`src/rtl/spi_req_arbiter_if.sv`:
```
// Bundle between the requesters, the arbiter and the shared SPI master engine.
// slave: the arbiter's view. master: the requester/engine side.
interface spi_req_arbiter_if #(
   parameter int unsigned N_REQ  = 4,
   parameter int unsigned DATA_W = 64,
   parameter int unsigned LEN_W  = 3,
   parameter int unsigned RX_W   = 8
);
   // Requester side
   logic [N_REQ-1:0]        req;
   logic [N_REQ*DATA_W-1:0] req_data;
   logic [N_REQ*LEN_W-1:0]  req_len;
   logic [N_REQ-1:0]        gnt;
   logic [N_REQ-1:0]        done;
   logic [RX_W-1:0]         rx_data;
   logic                    timeout_err;
   logic                    arb_busy;

   // Engine side
   logic                    spi_start;
   logic [DATA_W-1:0]       spi_data;
   logic [LEN_W-1:0]        spi_bite_num;
   logic                    spi_busy;
   logic                    spi_finished;
   logic [RX_W-1:0]         spi_data_out;

   modport slave (
      input  req, req_data, req_len, spi_busy, spi_finished, spi_data_out,
      output gnt, done, rx_data, timeout_err, arb_busy, spi_start, spi_data, spi_bite_num
   );

   modport master (
      output req, req_data, req_len, spi_busy, spi_finished, spi_data_out,
      input  gnt, done, rx_data, timeout_err, arb_busy, spi_start, spi_data, spi_bite_num
   );
endinterface

```
`src/rtl/spi_req_arbiter.sv`:
```
// Round-robin arbiter/sequencer sharing one SPI master engine between N_REQ
// requesters. Latches the winner's command, pulses spi_start, waits for the
// engine to finish and returns the received byte with a per-requester done.
// Optional watchdog abort: define SPI_TIMEOUT_EN.
module spi_req_arbiter #(
   parameter int unsigned N_REQ  = 4,
   parameter int unsigned DATA_W = 64,
   parameter int unsigned LEN_W  = 3,
   parameter int unsigned RX_W   = 8
`ifdef SPI_TIMEOUT_EN
   ,
   parameter int unsigned TIMEOUT_CYC = 4096
`endif
) (
   input logic              clk,
   input logic              rst,
   spi_req_arbiter_if.slave bus
);

   localparam int unsigned IDX_W = (N_REQ > 1) ? $clog2(N_REQ) : 1;

   typedef enum logic [1:0] {
      ST_IDLE      = 2'd0,
      ST_WAIT_BUSY = 2'd1,
      ST_WAIT_DONE = 2'd2
   } state_t;

   state_t             state;
   logic [IDX_W-1:0]   ptr;
   logic [IDX_W-1:0]   win_idx;
   logic [N_REQ-1:0]   gnt_q;
   logic [N_REQ-1:0]   done_q;
   logic [RX_W-1:0]    rx_q;
   logic               busy_q;
   logic               start_q;
   logic [DATA_W-1:0]  data_q;
   logic [LEN_W-1:0]   len_q;

   logic               pick_found_c;
   logic [IDX_W-1:0]   pick_idx_c;
   logic [IDX_W-1:0]   ptr_next_c;
   logic [DATA_W-1:0]  pick_data_c;
   logic [LEN_W-1:0]   pick_len_c;

`ifdef SPI_TIMEOUT_EN
   localparam int unsigned CNT_W = $clog2(TIMEOUT_CYC + 1);
   logic [CNT_W-1:0]   cnt_q;
   logic               to_q;
`endif

   // First requesting index at or above the pointer, wrapping; scanning from
   // the far end lets the closest candidate overwrite the others.
   always_comb begin
      logic [IDX_W:0] cand;
      pick_found_c = 1'b0;
      pick_idx_c   = '0;
      cand         = '0;
      for (int k = N_REQ - 1; k >= 0; k--) begin
         cand = {1'b0, ptr} + (IDX_W+1)'(k);
         if (cand >= (IDX_W+1)'(N_REQ)) begin
            cand = cand - (IDX_W+1)'(N_REQ);
         end
         if (bus.req[cand[IDX_W-1:0]]) begin
            pick_found_c = 1'b1;
            pick_idx_c   = cand[IDX_W-1:0];
         end
      end
   end

   // Winner's command fields and the pointer value after granting it.
   always_comb begin
      pick_data_c = bus.req_data[int'(pick_idx_c) * DATA_W +: DATA_W];
      pick_len_c  = bus.req_len[int'(pick_idx_c) * LEN_W +: LEN_W];
      ptr_next_c  = (pick_idx_c == IDX_W'(N_REQ - 1)) ? '0 : pick_idx_c + IDX_W'(1);
   end

   // Sequencer: grant, wait for the engine, report completion.
   always_ff @(posedge clk) begin
      if (rst) begin
         state   <= ST_IDLE;
         ptr     <= '0;
         win_idx <= '0;
         gnt_q   <= '0;
         done_q  <= '0;
         rx_q    <= '0;
         busy_q  <= 1'b0;
         start_q <= 1'b0;
         data_q  <= '0;
         len_q   <= '0;
`ifdef SPI_TIMEOUT_EN
         cnt_q   <= '0;
         to_q    <= 1'b0;
`endif
      end else begin
         gnt_q   <= '0;
         done_q  <= '0;
         start_q <= 1'b0;
`ifdef SPI_TIMEOUT_EN
         to_q    <= 1'b0;
`endif
         case (state)
            ST_IDLE: begin
               // spi_finished is deliberately ignored here
               if (pick_found_c) begin
                  win_idx <= pick_idx_c;
                  data_q  <= pick_data_c;
                  len_q   <= pick_len_c;
                  gnt_q   <= N_REQ'(1) << pick_idx_c;
                  start_q <= 1'b1;
                  busy_q  <= 1'b1;
                  ptr     <= ptr_next_c;
                  state   <= ST_WAIT_BUSY;
`ifdef SPI_TIMEOUT_EN
                  cnt_q   <= '0;
`endif
               end
            end
            ST_WAIT_BUSY, ST_WAIT_DONE: begin
               // A finish pulse completes the transfer even if busy was never seen
               if (bus.spi_finished) begin
                  rx_q   <= bus.spi_data_out;
                  done_q <= N_REQ'(1) << win_idx;
                  busy_q <= 1'b0;
                  state  <= ST_IDLE;
               end
`ifdef SPI_TIMEOUT_EN
               else if (cnt_q == CNT_W'(TIMEOUT_CYC - 1)) begin
                  rx_q   <= '0;
                  done_q <= N_REQ'(1) << win_idx;
                  to_q   <= 1'b1;
                  busy_q <= 1'b0;
                  state  <= ST_IDLE;
               end
`endif
               else if (state == ST_WAIT_BUSY && bus.spi_busy) begin
                  state <= ST_WAIT_DONE;
               end
`ifdef SPI_TIMEOUT_EN
               cnt_q <= cnt_q + CNT_W'(1);
`endif
            end
            default: state <= ST_IDLE;
         endcase
      end
   end

   assign bus.gnt          = gnt_q;
   assign bus.done         = done_q;
   assign bus.rx_data      = rx_q;
   assign bus.arb_busy     = busy_q;
   assign bus.spi_start    = start_q;
   assign bus.spi_data     = data_q;
   assign bus.spi_bite_num = len_q;
`ifdef SPI_TIMEOUT_EN
   assign bus.timeout_err  = to_q;
`else
   assign bus.timeout_err  = 1'b0;
`endif

endmodule

```
`src/flat_wrapper.sv`:
```
// flat-port wrapper written by rule: the top's interface ports become plain ports
module spi_req_arbiter_flat 
#(
   parameter int unsigned N_REQ  = 4,
   parameter int unsigned DATA_W = 64,
   parameter int unsigned LEN_W  = 3,
   parameter int unsigned RX_W   = 8

)
  (clk, rst, bus_req, bus_req_data, bus_req_len, bus_spi_busy, bus_spi_finished, bus_spi_data_out, bus_gnt, bus_done, bus_rx_data, bus_timeout_err, bus_arb_busy, bus_spi_start, bus_spi_data, bus_spi_bite_num);
  spi_req_arbiter_if #(.N_REQ(N_REQ), .DATA_W(DATA_W), .LEN_W(LEN_W), .RX_W(RX_W)) bus_i ();
  input logic clk;
  input logic rst;
  input wire logic [$bits(bus_i.req)-1:0] bus_req;
  input wire logic [$bits(bus_i.req_data)-1:0] bus_req_data;
  input wire logic [$bits(bus_i.req_len)-1:0] bus_req_len;
  input wire logic [$bits(bus_i.spi_busy)-1:0] bus_spi_busy;
  input wire logic [$bits(bus_i.spi_finished)-1:0] bus_spi_finished;
  input wire logic [$bits(bus_i.spi_data_out)-1:0] bus_spi_data_out;
  output wire logic [$bits(bus_i.gnt)-1:0] bus_gnt;
  output wire logic [$bits(bus_i.done)-1:0] bus_done;
  output wire logic [$bits(bus_i.rx_data)-1:0] bus_rx_data;
  output wire logic [$bits(bus_i.timeout_err)-1:0] bus_timeout_err;
  output wire logic [$bits(bus_i.arb_busy)-1:0] bus_arb_busy;
  output wire logic [$bits(bus_i.spi_start)-1:0] bus_spi_start;
  output wire logic [$bits(bus_i.spi_data)-1:0] bus_spi_data;
  output wire logic [$bits(bus_i.spi_bite_num)-1:0] bus_spi_bite_num;
  assign bus_i.req = bus_req;
  assign bus_i.req_data = bus_req_data;
  assign bus_i.req_len = bus_req_len;
  assign bus_i.spi_busy = bus_spi_busy;
  assign bus_i.spi_finished = bus_spi_finished;
  assign bus_i.spi_data_out = bus_spi_data_out;
  assign bus_gnt = bus_i.gnt;
  assign bus_done = bus_i.done;
  assign bus_rx_data = bus_i.rx_data;
  assign bus_timeout_err = bus_i.timeout_err;
  assign bus_arb_busy = bus_i.arb_busy;
  assign bus_spi_start = bus_i.spi_start;
  assign bus_spi_data = bus_i.spi_data;
  assign bus_spi_bite_num = bus_i.spi_bite_num;
  spi_req_arbiter #(.N_REQ(N_REQ), .DATA_W(DATA_W), .LEN_W(LEN_W), .RX_W(RX_W)) u_core (.clk(clk), .rst(rst), .bus(bus_i));
endmodule
```
`config.mk`:
```
export PLATFORM = sky130hd
export DESIGN_NAME = spi_req_arbiter_flat
export DESIGN_NICKNAME = d
export VERILOG_FILES = /design/src/rtl/spi_req_arbiter_if.sv /design/src/rtl/spi_req_arbiter.sv /design/src/flat_wrapper.sv
export SDC_FILE = /design/constraint.sdc
export NUM_CORES = 1
export LEC_CHECK = 0
export ABC_AREA = 1
export BUFFER_PORTS_ARGS = -buffer_cell sky130_fd_sc_hd__buf_2
export CAP_MARGIN = 20
export CORE_MARGIN = 4
export CORE_UTILIZATION = 30
export CTS_CLUSTER_DIAMETER = 120
export DETAILED_ROUTE_END_ITERATION = 10
export PLACE_DENSITY_LB_ADDON = 0.1
export RECOVER_POWER = 25
export SYNTH_ARGS = -nofsm -noshare
export SYNTH_HDL_FRONTEND = slang
export SYNTH_SLANG_ARGS = --single-unit
```
`constraint.sdc`:
```
create_clock -name clk -period 2.3 [get_ports clk]
set_clock_uncertainty 0.05 [all_clocks]
set_input_delay 0.115 -clock clk [delete_from_list [all_inputs] [get_ports clk]]
set_output_delay 0.115 -clock clk [all_outputs]
set_load 0.02 [all_outputs]
```
==> results.toml <==
[worst_setup_path]
critPathKind = "flip-flop to flip-flop"
critPathTopFamily = "simple AND/OR/NAND/NOR gates"
worst-path-stages = 12
worstPathArrival_ns = 2.26
crit_required_ns = 2.50
reg2reg_to = "u_core.bus.spi_data[34]"
setup.worst_path.end_class = "flip-flop"
crit_chain = "buf_4, o21ai_1, nand2_1, nand3_1, nand3_4, nand2_4, buf_12, nand2_1, nand3_1, nand3_1, nand2_1, inv_1"
reg2regPathDepth = 12
critPathSlowestCell = "dfxtp_2"
path_max_fanout = 48
crit_path_max_incr_delay_ns = 0.34
crit_buf_inv = 3
setup.worst_path.start_class = "flip-flop"
worstReg2RegStart = "u_core.ptr[0]"
ff2ff_setup_slack_ns = 0.24

[layout]
postLayoutCellArea_um2 = 9480
final_nets = 1914
postLayoutCoreUtil = 0.415
stdcell_count = 1946
fill_cells = 2645
areaGrowthSynthToFinish_pct = 34.8
drive_gt1_frac = 0.232

[worst_hold_path]
holdPathStages = 2
hp-class = "input port to flip-flop"
min_from = "rst"
min_to = "u_core.ptr[0]"

[clock_network]
cts_sinks = 91
clk_path_buf_depth = 2
cts_tree = "done"
path_clk_slew_ns = 0.08
clk_latency_ns = 0.35
ctsRootBufferMaster = "clkbuf_16"
h-tree-depth = 3
cts_setup_buffers = 0
numCtsBuffers = 9

[timing]
finalCritPeriodShare = 0.896
setup_ws_ns = 0.239
setup_viol_count_final = 0
maxSlewHeadroom = 0.664
rsz0062_at_grt = "yes"
period_needed_ns = 2.06
worstMarginPinSlew_ns = 0.504
clock.fmax_mhz = 485
hold_violations = 0
finalMaxSlewViolations = 0

[floorplanning]
coreArea_um2 = 22800
die_w_um = 161
ioPinCount = 370
die_area_um2 = 25900
die_h_um = 161
rows = 55
initial_core_util = 0.308

[yosys]
seq_area_frac_synth = 0.259
synth_cell_type_count = 26
netlist_instances = 1300
synth-seq-cells = 91
synth_area_um2 = 7030
avgSynthCellArea_um2 = 5.41
synthesis.nets = 1587
yosysWarnings = 0

[power_and_ir_drop]
vdd_drop_max_mv = 0.623
leakage_uw = 0.00615
p_per_area_nw_per_um2 = 1410
power_uw = 13400

[run]
drv_cap = 0

[drt]
wl_um = 26000
via_per_inst = 4.41
wl_per_cell_um = 13.4
drc = 0
drt_iter0_drc = 557
drt_pre_antenna_iters = 7
drt.antenna.violating_nets = 0
vias = 8580

[place]
place_hpwl_um = 19600
dp_slack_ns = 0.221
gp_congestion = 0.842
place_area_um2 = 9140
place_inst = 1921
io_buffers = 368

[global_routing]
antenna_found_initial = 3
first_global_vias = 8120
grt_max_degree = 69
grt-ovfl-total = 0
grt_use_total = 0.192
grt_pass1_wl_um = 41200

[status]
outcome = "completed"
==> layout make-up <==
| cell class | instances | area (um2) | area share |
|---|---|---|---|
| diodes | 1 | 2.50 | 0.000264 |
| clock buffers | 9 | 225 | 0.0238 |
| clock inverters | 7 | 78.8 | 0.00832 |
| inverters | 358 | 1350 | 0.142 |
| multi-input cells | 768 | 3440 | 0.363 |
| flip-flops and latches | 91 | 1820 | 0.192 |
| well taps | 313 | 392 | 0.0413 |
| repair buffers | 399 | 2170 | 0.229 |
==> routing by layer <==
metal,track usage,share of wire
met3,0.0572,0.077
met5,0,0.0010
met1,0.236,0.43
met4,0.0368,0.0099
met2,0.335,0.48
==> layout by cell type (no fill, tap or decap), drive strengths merged <==
cell,Yosys,layout
inv,357,362
nand3,349,349
nor4,1,1
diode,0,1
dfxtp,91,91
nor2,158,158
clkinv,1,3
buf,62,348
a21oi,4,4
a211oi,1,1
ha,3,3
dlygate4sd3,0,8
xnor2,1,1
nand2,233,233
conb,1,1
nor3,3,3
o21ai,14,14
clkbuf,21,52
==> per-stage QoR <==
stage                     TNS (ns)  hold slack, ns
after CTS                        0          0.0106
after global placement           0           0.319
final                            0          0.0268
after detailed placement         0           0.322
after global routing       -0.0143          0.0203
after floorplan                  0           0.232
==> cell usage after synthesis <==
master	count	share of area
buf_2	30	0.021
nor2_2	1	0.00089
nand3_2	1	0.0014
buf_4	9	0.0096
clkbuf_1	21	0.011
nor3_2	1	0.0014
a211oi_2	1	0.0018
buf_6	8	0.013
nor3_1	2	0.0014
xnor2_1	1	0.0012
nand2_2	3	0.0027
ha_1	3	0.0053
nand3_1	348	0.25
dfxtp_1	91	0.26
a21oi_1	4	0.0028
inv_1	352	0.19
clkinv_1	1	0.00053
buf_1	15	0.0080
nor4_2	1	0.0018
o21ai_1	3	0.0021
inv_2	5	0.0027
conb_1	1	0.00053
o21ai_0	11	0.0078
nand2_4	1	0.0016
nand2_1	229	0.12
nor2_1	157	0.084
==> report_power, final <==
group	leakage, uW	switching, uW	internal, uW
Combinational	0.00525	6110	3200
Sequential	0.000755	316	2220
Clock	0.000151	756	781
==> sequential cells by signal (all words and copies together), names as in the netlist <==
| signal | flops |
|---|---|
| u_core.win_idx | 2 |
| u_core.bus.spi_start | 1 |
| u_core.ptr | 2 |
| u_core.bus.rx_data | 8 |
| u_core.state | 2 |
| u_core.bus.gnt | 4 |
| u_core.bus.arb_busy | 1 |
| u_core.bus.spi_data | 64 |
| u_core.bus.done | 4 |
| u_core.bus.spi_bite_num | 3 |
==> cells by family (layout without fill, tap and decap cells) <==
| kind of cell | count (synthesis) | after routing | share of synthesized area |
|---|---|---|---|
| flops | 91 | 91 | 0.259 |
| xor+xnor | 1 | 1 | 0.00125 |
| simple gates | 744 | 744 | 0.465 |
| other cells | 1 | 2 | 0.000533 |
| fa+ha+maj | 3 | 3 | 0.00534 |
| compound gates | 19 | 19 | 0.0146 |
| buf+inv | 441 | 773 | 0.254 |
==> how the worst max path moves through the flow <==
| stage | from | endpoint | slack, ns |
|---|---|---|---|
| 6_report | u_core.ptr[0] | u_core.bus.spi_data[34] | 0.24 |
| 3_3_place_gp | u_core.ptr[0] | u_core.bus.spi_data[38] | 0.25 |
| 3_5_place_dp | u_core.ptr[0] | u_core.bus.spi_data[45] | 0.22 |
| 4_1_cts | u_core.ptr[0] | u_core.bus.spi_data[34] | 0.20 |
| 5_1_grt | u_core.ptr[0] | u_core.bus.spi_data[62] | -0.01 |
| 2_1_floorplan | u_core.ptr[0] | u_core.bus.spi_bite_num[2] | 0.52 |
==> repair_timing <==
item                                    in CTS  in global routing
gates resized for setup                      0                  2
endpoints found under the setup margin       0                 37
hold buffers                                 8                  0
endpoints found under the hold margin        8                  0
Note: power is estimated with default switching activity, not from simulation.
